### src/rtl/sat_pkg.sv
// Shared DPLL types: trail entry layout, entry-type encodings and the backtrack FSM states.
package sat_pkg;

  localparam int unsigned DEFAULT_VARIABLE_INDEXES = 8;

  localparam logic TYPE_DECIDE = 1'b0;
  localparam logic TYPE_FORCED = 1'b1;

  // Sized at the default index width; parameterised users carry their own fields.
  typedef struct packed {
    logic                                etype;
    logic                                val;
    logic [DEFAULT_VARIABLE_INDEXES-1:0] vidx;
  } trail_entry_t;

  typedef enum logic [2:0] {
    IDLE,
    POP,
    EMIT,
    FLIP,
    DONE,
    UNSAT
  } bt_state_t;

endpackage

### src/rtl/backtrack_ctrl_if.sv
// Trace-stack port: push/pop controls from the controller, top-of-stack and status from the stack.
interface backtrack_ctrl_if #(
    parameter int unsigned VARIABLE_INDEXES = 8
);
    logic                        stk_push;
    logic                        stk_pop;
    logic                        stk_type_in;
    logic                        stk_val_in;
    logic [VARIABLE_INDEXES-1:0] stk_var_in;
    logic                        stk_type_out;
    logic                        stk_val_out;
    logic [VARIABLE_INDEXES-1:0] stk_var_out;
    logic                        stk_empty;
    logic                        stk_full;

    modport master (
        output stk_push, stk_pop, stk_type_in, stk_val_in, stk_var_in,
        input  stk_type_out, stk_val_out, stk_var_out, stk_empty, stk_full
    );

    modport slave (
        input  stk_push, stk_pop, stk_type_in, stk_val_in, stk_var_in,
        output stk_type_out, stk_val_out, stk_var_out, stk_empty, stk_full
    );
endinterface

### src/rtl/backtrack_ctrl_push_arb.sv
// Two-requester fixed-priority push mux: the high requester always wins, readys follow enable/full.
module push_arb #(
    parameter int unsigned DATA_W = 9
) (
    input  logic              enable,
    input  logic              full,
    input  logic              hi_req,
    input  logic [DATA_W-1:0] hi_data,
    input  logic              lo_req,
    input  logic [DATA_W-1:0] lo_data,
    output logic              hi_ready,
    output logic              lo_ready,
    output logic              push,
    output logic              push_hi,
    output logic [DATA_W-1:0] push_data
);

    always_comb begin
        hi_ready  = enable & ~full;
        lo_ready  = enable & ~full & ~hi_req;
        push_hi   = hi_req & hi_ready;
        push      = push_hi | (lo_req & lo_ready);
        push_data = '0;
        if (push_hi)
            push_data = hi_data;
        else if (push)
            push_data = lo_data;
    end

endmodule

### src/rtl/backtrack_ctrl.sv
// DPLL trace-stack sequencer: arbitrates decision/implication pushes and runs chronological backtracking.
module backtrack_ctrl
    import sat_pkg::*;
#(
    parameter int unsigned VARIABLE_INDEXES = DEFAULT_VARIABLE_INDEXES,
    parameter int unsigned NUM_VARIABLE     = 128
) (
    input  logic                            clock,
    input  logic                            reset,
    input  logic                            imp_push,
    input  logic                            imp_val,
    input  logic [VARIABLE_INDEXES-1:0]     imp_var,
    output logic                            imp_ready,
    input  logic                            dec_push,
    input  logic                            dec_val,
    input  logic [VARIABLE_INDEXES-1:0]     dec_var,
    output logic                            dec_ready,
    input  logic                            conflict,
    output logic                            unassign_valid,
    output logic [VARIABLE_INDEXES-1:0]     unassign_var,
    input  logic                            unassign_ready,
    output logic                            assign_valid,
    output logic [VARIABLE_INDEXES-1:0]     assign_var,
    output logic                            assign_val,
    output logic                            bt_busy,
    output logic                            bt_done,
    output logic                            bt_unsat,
    output logic [$clog2(NUM_VARIABLE):0]   bt_popped,
    backtrack_ctrl_if.master                stk
);

    localparam int unsigned POP_W  = $clog2(NUM_VARIABLE) + 1;
    localparam int unsigned DATA_W = VARIABLE_INDEXES + 1;

    bt_state_t                   state;
    logic                        held_val;
    logic [VARIABLE_INDEXES-1:0] held_var;

    logic              arb_push;
    logic              arb_hi;
    logic [DATA_W-1:0] arb_data;

    push_arb #(
        .DATA_W(DATA_W)
    ) u_push_arb (
        .enable   ((state == IDLE) & ~conflict),
        .full     (stk.stk_full),
        .hi_req   (imp_push),
        .hi_data  ({imp_val, imp_var}),
        .lo_req   (dec_push),
        .lo_data  ({dec_val, dec_var}),
        .hi_ready (imp_ready),
        .lo_ready (dec_ready),
        .push     (arb_push),
        .push_hi  (arb_hi),
        .push_data(arb_data)
    );

    // FLIP re-pushes the held decision; in every other state the arbiter owns the push port.
    always_comb begin
        stk.stk_push    = arb_push;
        stk.stk_type_in = arb_hi ? TYPE_FORCED : TYPE_DECIDE;
        stk.stk_val_in  = arb_data[DATA_W-1];
        stk.stk_var_in  = arb_data[VARIABLE_INDEXES-1:0];
        if (state == FLIP) begin
            stk.stk_push    = 1'b1;
            stk.stk_type_in = TYPE_FORCED;
            stk.stk_val_in  = ~held_val;
            stk.stk_var_in  = held_var;
        end
        stk.stk_pop = (state == POP) & ~stk.stk_empty;
    end

    always_comb begin
        unassign_var = unassign_valid ? held_var : '0;
        assign_var   = assign_valid ? held_var : '0;
        assign_val   = assign_valid & ~held_val;
    end

    always_ff @(posedge clock) begin
        if (reset) begin
            state          <= IDLE;
            held_val       <= 1'b0;
            held_var       <= '0;
            bt_popped      <= '0;
            unassign_valid <= 1'b0;
            assign_valid   <= 1'b0;
            bt_busy        <= 1'b0;
            bt_done        <= 1'b0;
            bt_unsat       <= 1'b0;
        end else begin
            case (state)
                IDLE: begin
                    if (conflict) begin
                        state     <= POP;
                        bt_popped <= '0;
                        bt_busy   <= 1'b1;
                    end
                end
                POP: begin
                    if (stk.stk_empty) begin
                        state    <= UNSAT;
                        bt_busy  <= 1'b0;
                        bt_unsat <= 1'b1;
                    end else begin
                        held_val  <= stk.stk_val_out;
                        held_var  <= stk.stk_var_out;
                        bt_popped <= bt_popped + POP_W'(1);
                        if (stk.stk_type_out == TYPE_FORCED) begin
                            state          <= EMIT;
                            unassign_valid <= 1'b1;
                        end else begin
                            state        <= FLIP;
                            assign_valid <= 1'b1;
                        end
                    end
                end
                EMIT: begin
                    if (unassign_ready) begin
                        state          <= POP;
                        unassign_valid <= 1'b0;
                    end
                end
                FLIP: begin
                    state        <= DONE;
                    assign_valid <= 1'b0;
                    bt_done      <= 1'b1;
                end
                DONE: begin
                    state   <= IDLE;
                    bt_done <= 1'b0;
                    bt_busy <= 1'b0;
                end
                default: begin
                    state <= UNSAT;
                end
            endcase
        end
    end

endmodule
### src/flat_wrapper.sv
// flat-port wrapper written by rule: the top's interface ports become plain ports
module backtrack_ctrl_flat import sat_pkg::*;
#(
    parameter int unsigned VARIABLE_INDEXES = DEFAULT_VARIABLE_INDEXES,
    parameter int unsigned NUM_VARIABLE     = 128
)
  (clock, reset, imp_push, imp_val, imp_var, imp_ready, dec_push, dec_val, dec_var, dec_ready, conflict, unassign_valid, unassign_var, unassign_ready, assign_valid, assign_var, assign_val, bt_busy, bt_done, bt_unsat, bt_popped, stk_stk_push, stk_stk_pop, stk_stk_type_in, stk_stk_val_in, stk_stk_var_in, stk_stk_type_out, stk_stk_val_out, stk_stk_var_out, stk_stk_empty, stk_stk_full);
  backtrack_ctrl_if #(.VARIABLE_INDEXES(VARIABLE_INDEXES)) stk_i ();
  input  logic clock;
  input  logic reset;
  input  logic imp_push;
  input  logic imp_val;
  input  logic [VARIABLE_INDEXES-1:0] imp_var;
  output logic imp_ready;
  input  logic dec_push;
  input  logic dec_val;
  input  logic [VARIABLE_INDEXES-1:0] dec_var;
  output logic dec_ready;
  input  logic conflict;
  output logic unassign_valid;
  output logic [VARIABLE_INDEXES-1:0] unassign_var;
  input  logic unassign_ready;
  output logic assign_valid;
  output logic [VARIABLE_INDEXES-1:0] assign_var;
  output logic assign_val;
  output logic bt_busy;
  output logic bt_done;
  output logic bt_unsat;
  output logic [$clog2(NUM_VARIABLE):0] bt_popped;
  output wire logic [$bits(stk_i.stk_push)-1:0] stk_stk_push;
  output wire logic [$bits(stk_i.stk_pop)-1:0] stk_stk_pop;
  output wire logic [$bits(stk_i.stk_type_in)-1:0] stk_stk_type_in;
  output wire logic [$bits(stk_i.stk_val_in)-1:0] stk_stk_val_in;
  output wire logic [$bits(stk_i.stk_var_in)-1:0] stk_stk_var_in;
  input wire logic [$bits(stk_i.stk_type_out)-1:0] stk_stk_type_out;
  input wire logic [$bits(stk_i.stk_val_out)-1:0] stk_stk_val_out;
  input wire logic [$bits(stk_i.stk_var_out)-1:0] stk_stk_var_out;
  input wire logic [$bits(stk_i.stk_empty)-1:0] stk_stk_empty;
  input wire logic [$bits(stk_i.stk_full)-1:0] stk_stk_full;
  assign stk_stk_push = stk_i.stk_push;
  assign stk_stk_pop = stk_i.stk_pop;
  assign stk_stk_type_in = stk_i.stk_type_in;
  assign stk_stk_val_in = stk_i.stk_val_in;
  assign stk_stk_var_in = stk_i.stk_var_in;
  assign stk_i.stk_type_out = stk_stk_type_out;
  assign stk_i.stk_val_out = stk_stk_val_out;
  assign stk_i.stk_var_out = stk_stk_var_out;
  assign stk_i.stk_empty = stk_stk_empty;
  assign stk_i.stk_full = stk_stk_full;
  backtrack_ctrl #(.VARIABLE_INDEXES(VARIABLE_INDEXES), .NUM_VARIABLE(NUM_VARIABLE)) u_core (.clock(clock), .reset(reset), .imp_push(imp_push), .imp_val(imp_val), .imp_var(imp_var), .imp_ready(imp_ready), .dec_push(dec_push), .dec_val(dec_val), .dec_var(dec_var), .dec_ready(dec_ready), .conflict(conflict), .unassign_valid(unassign_valid), .unassign_var(unassign_var), .unassign_ready(unassign_ready), .assign_valid(assign_valid), .assign_var(assign_var), .assign_val(assign_val), .bt_busy(bt_busy), .bt_done(bt_done), .bt_unsat(bt_unsat), .bt_popped(bt_popped), .stk(stk_i));
endmodule
### config.mk
export PLATFORM = sky130hd
export DESIGN_NAME = backtrack_ctrl_flat
export DESIGN_NICKNAME = d
export VERILOG_FILES = /design/src/rtl/sat_pkg.sv /design/src/rtl/backtrack_ctrl_if.sv /design/src/rtl/backtrack_ctrl_push_arb.sv /design/src/rtl/backtrack_ctrl.sv /design/src/flat_wrapper.sv
export SDC_FILE = /design/constraint.sdc
export NUM_CORES = 1
export LEC_CHECK = 0
export ABC_AREA = 1
export CAP_MARGIN = 20
export CORE_MARGIN = 2
export CORE_UTILIZATION = 39
export CTS_BUF_LIST = sky130_fd_sc_hd__clkbuf_16
export DETAILED_ROUTE_END_ITERATION = 7
export GPL_TIMING_DRIVEN = 0
export HOLD_SLACK_MARGIN = 0.03
export PLACE_DENSITY = 0.91
export SYNTH_ARGS = -nofsm -noshare
export SYNTH_HDL_FRONTEND = slang
export SYNTH_SLANG_ARGS = --single-unit
export TNS_END_PERCENT = 100
### constraint.sdc
create_clock -name clock -period 1.5 [get_ports clock]
set_input_delay 0.3 -clock clock [delete_from_list [all_inputs] [get_ports clock]]
set_output_delay 0.3 -clock clock [all_outputs]
set_load 0.005 [all_outputs]
Word-level counts from Yosys, hierarchy flattened
Index checks and enable logic that the tools add are counted.

storage, ports and cells
  word-level logic and storage cells = 74
  bits of input ports = 36
  bits in registers = 25

operators by class
  equality and inequality tests = 10
  add/subtract/negate cells = 1
  multiplexer cells = 28
  bitwise operators = 13
  reductions and logical operators = 13

operators with widths
  operator                                                         number
  8-bit 2-to-1 mux                                                 5
  9-bit 2-to-1 mux                                                 2
  8-bit one-hot mux with 2 select lines                            1
  3-bit one-hot mux with 5 select lines                            1
  1-bit 2-to-1 mux                                                 12
  2-bit != test, second input constant                             6
  3-bit 2-to-1 mux                                                 3
  3-bit AND reduction                                              3
  8-bit by 1-bit adder with 8-bit output, second input constant    1
  2-bit nonzero test                                               4
  1-bit bitwise AND                                                7
  3-bit by 2-bit == test with 1-bit output, second input constant  2
  1-bit one-hot mux with 2 select lines                            3
  2-bit AND reduction                                              3
  1-bit inverter                                                   5
  4-bit AND reduction                                              1
  3-bit by 1-bit == test with 1-bit output, second input constant  1
  3-bit == test, second input constant                             1
  3-bit zero test                                                  1
  1-bit one-hot mux with 3 select lines                            1
  3-bit nonzero test                                               1
  1-bit bitwise OR                                                 1

Longest topological paths before layout
  word-level depth = 9
  mapped depth = 8
  depth with buffers taken out = 8

Modules after synthesis
From an unflattened synthesis, not the netlist that was laid out.

second synthesis, totals
  cells, all modules = 257
  area total of the unflattened synthesis = 1640.3 sq um

modules (own cells, without submodules)
  module          instances  cells each  area an instance (sq um)
  backtrack_ctrl  1          216         1421.4
  push_arb        1          41          219.0

Worst setup path before layout
OpenSTA, ideal clock, no wires.

  path type = reg-to-output
  start = register u_core.state[0]
  end = output port stk_stk_var_in[1]
  data arrival time = 1093 ps
  setup slack = 107 ps
  path buffers = 0
  cell stages (with the launch flop) = 8
  cell sequence = dfxtp_1 > nor2_4 > nand3_4 > nor2_8 > inv_4 > nor2_4 > nand3_1 > nand3_1

on the way
  word-level cells in the longest chain between the ends = 9
  elaborated cells on any way between the ends = 11
  classes of those cells = eq/ne: 1; mux: 3; bitwise: 6; reduce/logical: 1

RTL lines
  element                 line                           RTL
  from (decl)             backtrack_ctrl.sv:35           bt_state_t state;
  from (signal assigned)  backtrack_ctrl.sv:82           state <= IDLE;
  from (signal assigned)  backtrack_ctrl.sv:95           state <= POP;
  from (signal assigned)  backtrack_ctrl.sv:102          state <= UNSAT;
  3-bit zero test         backtrack_ctrl.sv:46           .enable ((state == IDLE) & ~conflict),
  1-bit bitwise AND       backtrack_ctrl.sv:46
  1-bit bitwise AND       backtrack_ctrl_push_arb.sv:19  hi_ready = enable & ~full;
  via imp_ready           flat_wrapper.sv:14             output logic imp_ready;
  1-bit bitwise AND       backtrack_ctrl_push_arb.sv:20  lo_ready = enable & ~full & ~hi_req;
  via dec_ready           flat_wrapper.sv:18             output logic dec_ready;
  1-bit bitwise AND       backtrack_ctrl_push_arb.sv:22  push = push_hi | (lo_req & lo_ready);
  1-bit bitwise OR        backtrack_ctrl_push_arb.sv:22
  9-bit 2-to-1 mux        backtrack_ctrl_push_arb.sv:26  else if (push)
  9-bit 2-to-1 mux        backtrack_ctrl_push_arb.sv:24  if (push_hi)
  8-bit 2-to-1 mux        backtrack_ctrl.sv:65           if (state == FLIP) begin
  to (decl)               flat_wrapper.sv:34             output wire logic [$bits(stk_i.stk_var_in)-1:0] stk_stk_var_in;

The timed path passes the listed nets, and every way through them passes these cells.

Worst setup path in the final report
  start = register u_core.state[0]
  end = output port stk_stk_var_in[7]

on the way
  word-level cells in the longest chain between the ends = 9
  elaborated cells on any way between the ends = 11
  classes of those cells = eq/ne: 1; mux: 3; bitwise: 6; reduce/logical: 1

RTL lines
  element             line
  3-bit zero test     backtrack_ctrl.sv:46
  1-bit bitwise AND   backtrack_ctrl.sv:46
  1-bit bitwise AND   backtrack_ctrl_push_arb.sv:19, backtrack_ctrl_push_arb.sv:20
  1-bit bitwise AND   backtrack_ctrl_push_arb.sv:20
  1-bit bitwise AND   backtrack_ctrl_push_arb.sv:22
  1-bit bitwise OR    backtrack_ctrl_push_arb.sv:22
  9-bit 2-to-1 mux    backtrack_ctrl_push_arb.sv:26
  9-bit 2-to-1 mux    backtrack_ctrl_push_arb.sv:24
  8-bit 2-to-1 mux *  backtrack_ctrl.sv:65

Mark *: on every way between the ends. The rest lies on a longest branch, timed or not.

==> metrics <==
status finished with violations; failing checks setup timing; min Tclk post-route 1.91 ns; Hold Slack a little under 0.5 ns; critical path cell sequence nor2_4 > nand3_4 > nor2_8 > inv_6 > nor2_4 > buf_4 > nand3_1 > nand3_2 > buf_2; final slew viol count 0; Layout area overhead 85.6%; DR DRC count 0; Power Density 752 nW/µm²; Slew @ Worst Pin 0.508 ns; Longest Clk Path Bufs 2; top cell type's share of synthesized area 33.4%; Clock Latency Late Sink approximately 0.26 ns; CTS tree yes; Setup CP Type reg2out; Routed Antenna Nets 0; die footprint 4360 µm²; PortBufs a little under 80; Worst Path Max Fanout 4; Max H-tree Level 1; Clock Root Buffer clkbuf_16; Final period util 127%; Pre-Repair DR Iteration Count 5; critical path's largest stage delay 0.36 ns; Starting Density 40.6%; largest net degree at the start of global routing 14; share of layout cells above drive strength 1 around 28%; Via density 5.35; antenna violations before repair 0; Iteration-0 DRC Markers 188; setup TNS -3.87 ns; cell family with most CP delay simple AND/OR/NAND/NOR gates; final instance area roughly 2800 µm²; clock slew at reported path FFs 0.07 ns; Finish-stage setup viols 14; Ports 80; Final HPWL DP between 3000 and 4000 µm; per-cell routed wire length 16.7 µm; # clock sinks 25; Die H 66.0 µm; Syn. warnings 0; core area 3690 µm²; Total Routed Length 6630 µm; syn_nets about 270; Post-Syn Area 1500 µm²; CP required 1.20 ns; WP data arrival 1.61 ns; first-pass GRT wire length 9380 µm; Leak Pwr 0.00143 µW; Mapped Avg Cell Area around 6.3 µm²; TritonCTS Buffers 3; unrepaired setup endpoints after global routing yes; Synth area leaders dfxtp_1 33%, nand2_1 14%, nor2_1 9.5%, inv_1 8.3%, nand3_1 6.3%; Synth Instances 237; Final nets between 300 and 400; Netlist cell types 25; worst rel slew slack 66.1%; Worst Setup End Kind output port; max-cap viol count 0; Placer Congestion ~0.91; crit path max-delay cell type dfxtp_4; cell taking the most area after synthesis dfxtp_1; cts hold-fix bufs 0; Yosys reg bits 25; Crit path top cell by count nor2_4; DR vias 2120; DP Area 2340 µm²; CP Launch Type register; vias in the first global route between 1500 and 2000; f_max 524 MHz; Fin. Hold Viols 0; global route overflow 0; worst hold-check path type reg2reg; PnR worst setup slack -0.410 ns; Final Skew roughly 0.0066 ns; Bufs and invs on worst path 3; Worst VDD drop 0.000912 V; die width 66.0 µm; Antenna diodes 0; register area share after synthesis 33.4%; Filler Cell Count about 240; Total GRT Usage 28.7%; Rows 22
## where the power goes
group / internal [µW] / switching [µW] / leakage, µW
clock network: 356 / 230 / 0.0000423
registers: 717 / 62.9 / 0.000209
logic: 359 / 367 / 0.00118
## per-layer routing
layer  vias up  share of wire [%]  GRT usage [%]
met2       131                 54           53.7
met1       989                 34           31.1
met3        28                7.8           5.62
li1        972                  -              -
met5         -                  0              0
met4         0                4.1           12.0
## cells by family after synthesis
| logic type | synth area share, % |
|---|---|
| AND/OR/NAND/NOR | 42.1 |
| buffers and inverters | 12.2 |
| AO/OA/AOI/OAI | 10.9 |
| flip-flops | 33.4 |
| XOR/XNOR | 0.584 |
| adder cells (fa/ha/maj) | 0.835 |
## layout make-up
type	count	area (µm²)	area share [%]
Timing Repair Buffer	107	976	35.1
Multi-Input combinational cell	167	938	33.7
Clock inverter	1	3.75	0.135
Buffer	6	46.3	1.66
Inverter	39	164	5.89
Clock buffer	3	75.1	2.70
Sequential cell	25	518	18.6
Tap cell	48	60.1	2.16
## timing repair
item                                    in CTS  in global routing
buffers inserted                            20                  7
gates cloned                                 3                  0
pin swaps                                   11                 14
endpoints found under the hold margin        0                  0
gates resized for setup                    119                 33
endpoints found under the setup margin      33                 38
## metrics by stage
step,instances,util [%],total power (µW),setup slack (ns)
after detailed placement,363,63.4,1290,-0.890
after global placement,363,63.4,1280,-0.882
final,396,75.4,2090,-0.410
after global routing,396,75.4,2180,-0.449
after CTS,389,72.4,1990,-0.411
after floorplan,237,-,1040,0.107
## state kept, by name, indices dropped and copies added, names as in the netlist
| register | cells |
|---|---|
| u_core.bt_done | 1 |
| u_core.unassign_valid | 1 |
| u_core.held_val | 1 |
| u_core.assign_valid | 1 |
| u_core.state | 3 |
| u_core.held_var | 8 |
| u_core.bt_unsat | 1 |
| u_core.bt_popped | 8 |
| u_core.bt_busy | 1 |
## Yosys cell counts (all sizes together)
cell type,number
a21oi,11
a31oi,1
buf,2
clkbuf,5
clkinv,1
dfxtp,25
ha,1
inv,38
nand2,56
nand3,22
nand4,8
nor2,44
nor3,1
nor3b,1
o211ai,1
o21ai,19
xor2,1
## worst reg2reg max path: stages (launching register included)
cell and delay (ns):
dfxtp_4 0.36, buf_6 0.12, inv_4 0.05, nand2_4 0.07, nor2_4 0.13, nand2_4 0.08
buf_4 0.16, buf_4 0.17, o21ai_0 0.17, nor2_1 0.05
## path summary, 6_finish.rpt
check | startpoint | to | slack (ns) | cells after the start
setup / recovery | u_core.state[0]$_SDFFE_PP0P_ | stk_stk_var_in[7] | -0.41 | 9
hold / removal | u_core.bt_popped[2]$_SDFFE_PP0P_ | u_core.bt_popped[2]$_SDFFE_PP0P_ | 0.48 | 2
setup reg to reg | u_core.state[2]$_SDFFE_PP0P_ | u_core.held_var[4]$_SDFFE_PP0P_ | 0.03 | 9
hold reg to reg | u_core.bt_popped[2]$_SDFFE_PP0P_ | u_core.bt_popped[2]$_SDFFE_PP0P_ | 0.48 | 2
## placed cells by master, fill, tap and decap left out, types with 2 or more instances in the layout
cell type        netlist  final
dfxtp_1               25     15
clkbuf_1               5      3
a21oi_1               11     11
clkdlybuf4s15_1        0      5
nand2_2                1      7
dlygate4sd2_1          0     15
nand3_2                2      8
nor2_4                 3      6
nand4_1                8      8
o21ai_0               19     13
nand3_1               19     11
clkdlybuf4s50_1        0     42
dfxtp_2                0      8
clkbuf_8               0      4
nand3_4                1      3
buf_6                  0      9
nor2_8                 2      2
nor2_1                38     36
buf_4                  2     22
dfxtp_4                0      2
inv_1                 33     32
nand2_1               55     46
inv_2                  4      3
buf_2                  0     10
nand2_4                0      3
clkbuf_16              0      3
inv_4                  1      3
o21ai_1                0      5
Note: power is estimated with default switching activity, not from simulation.
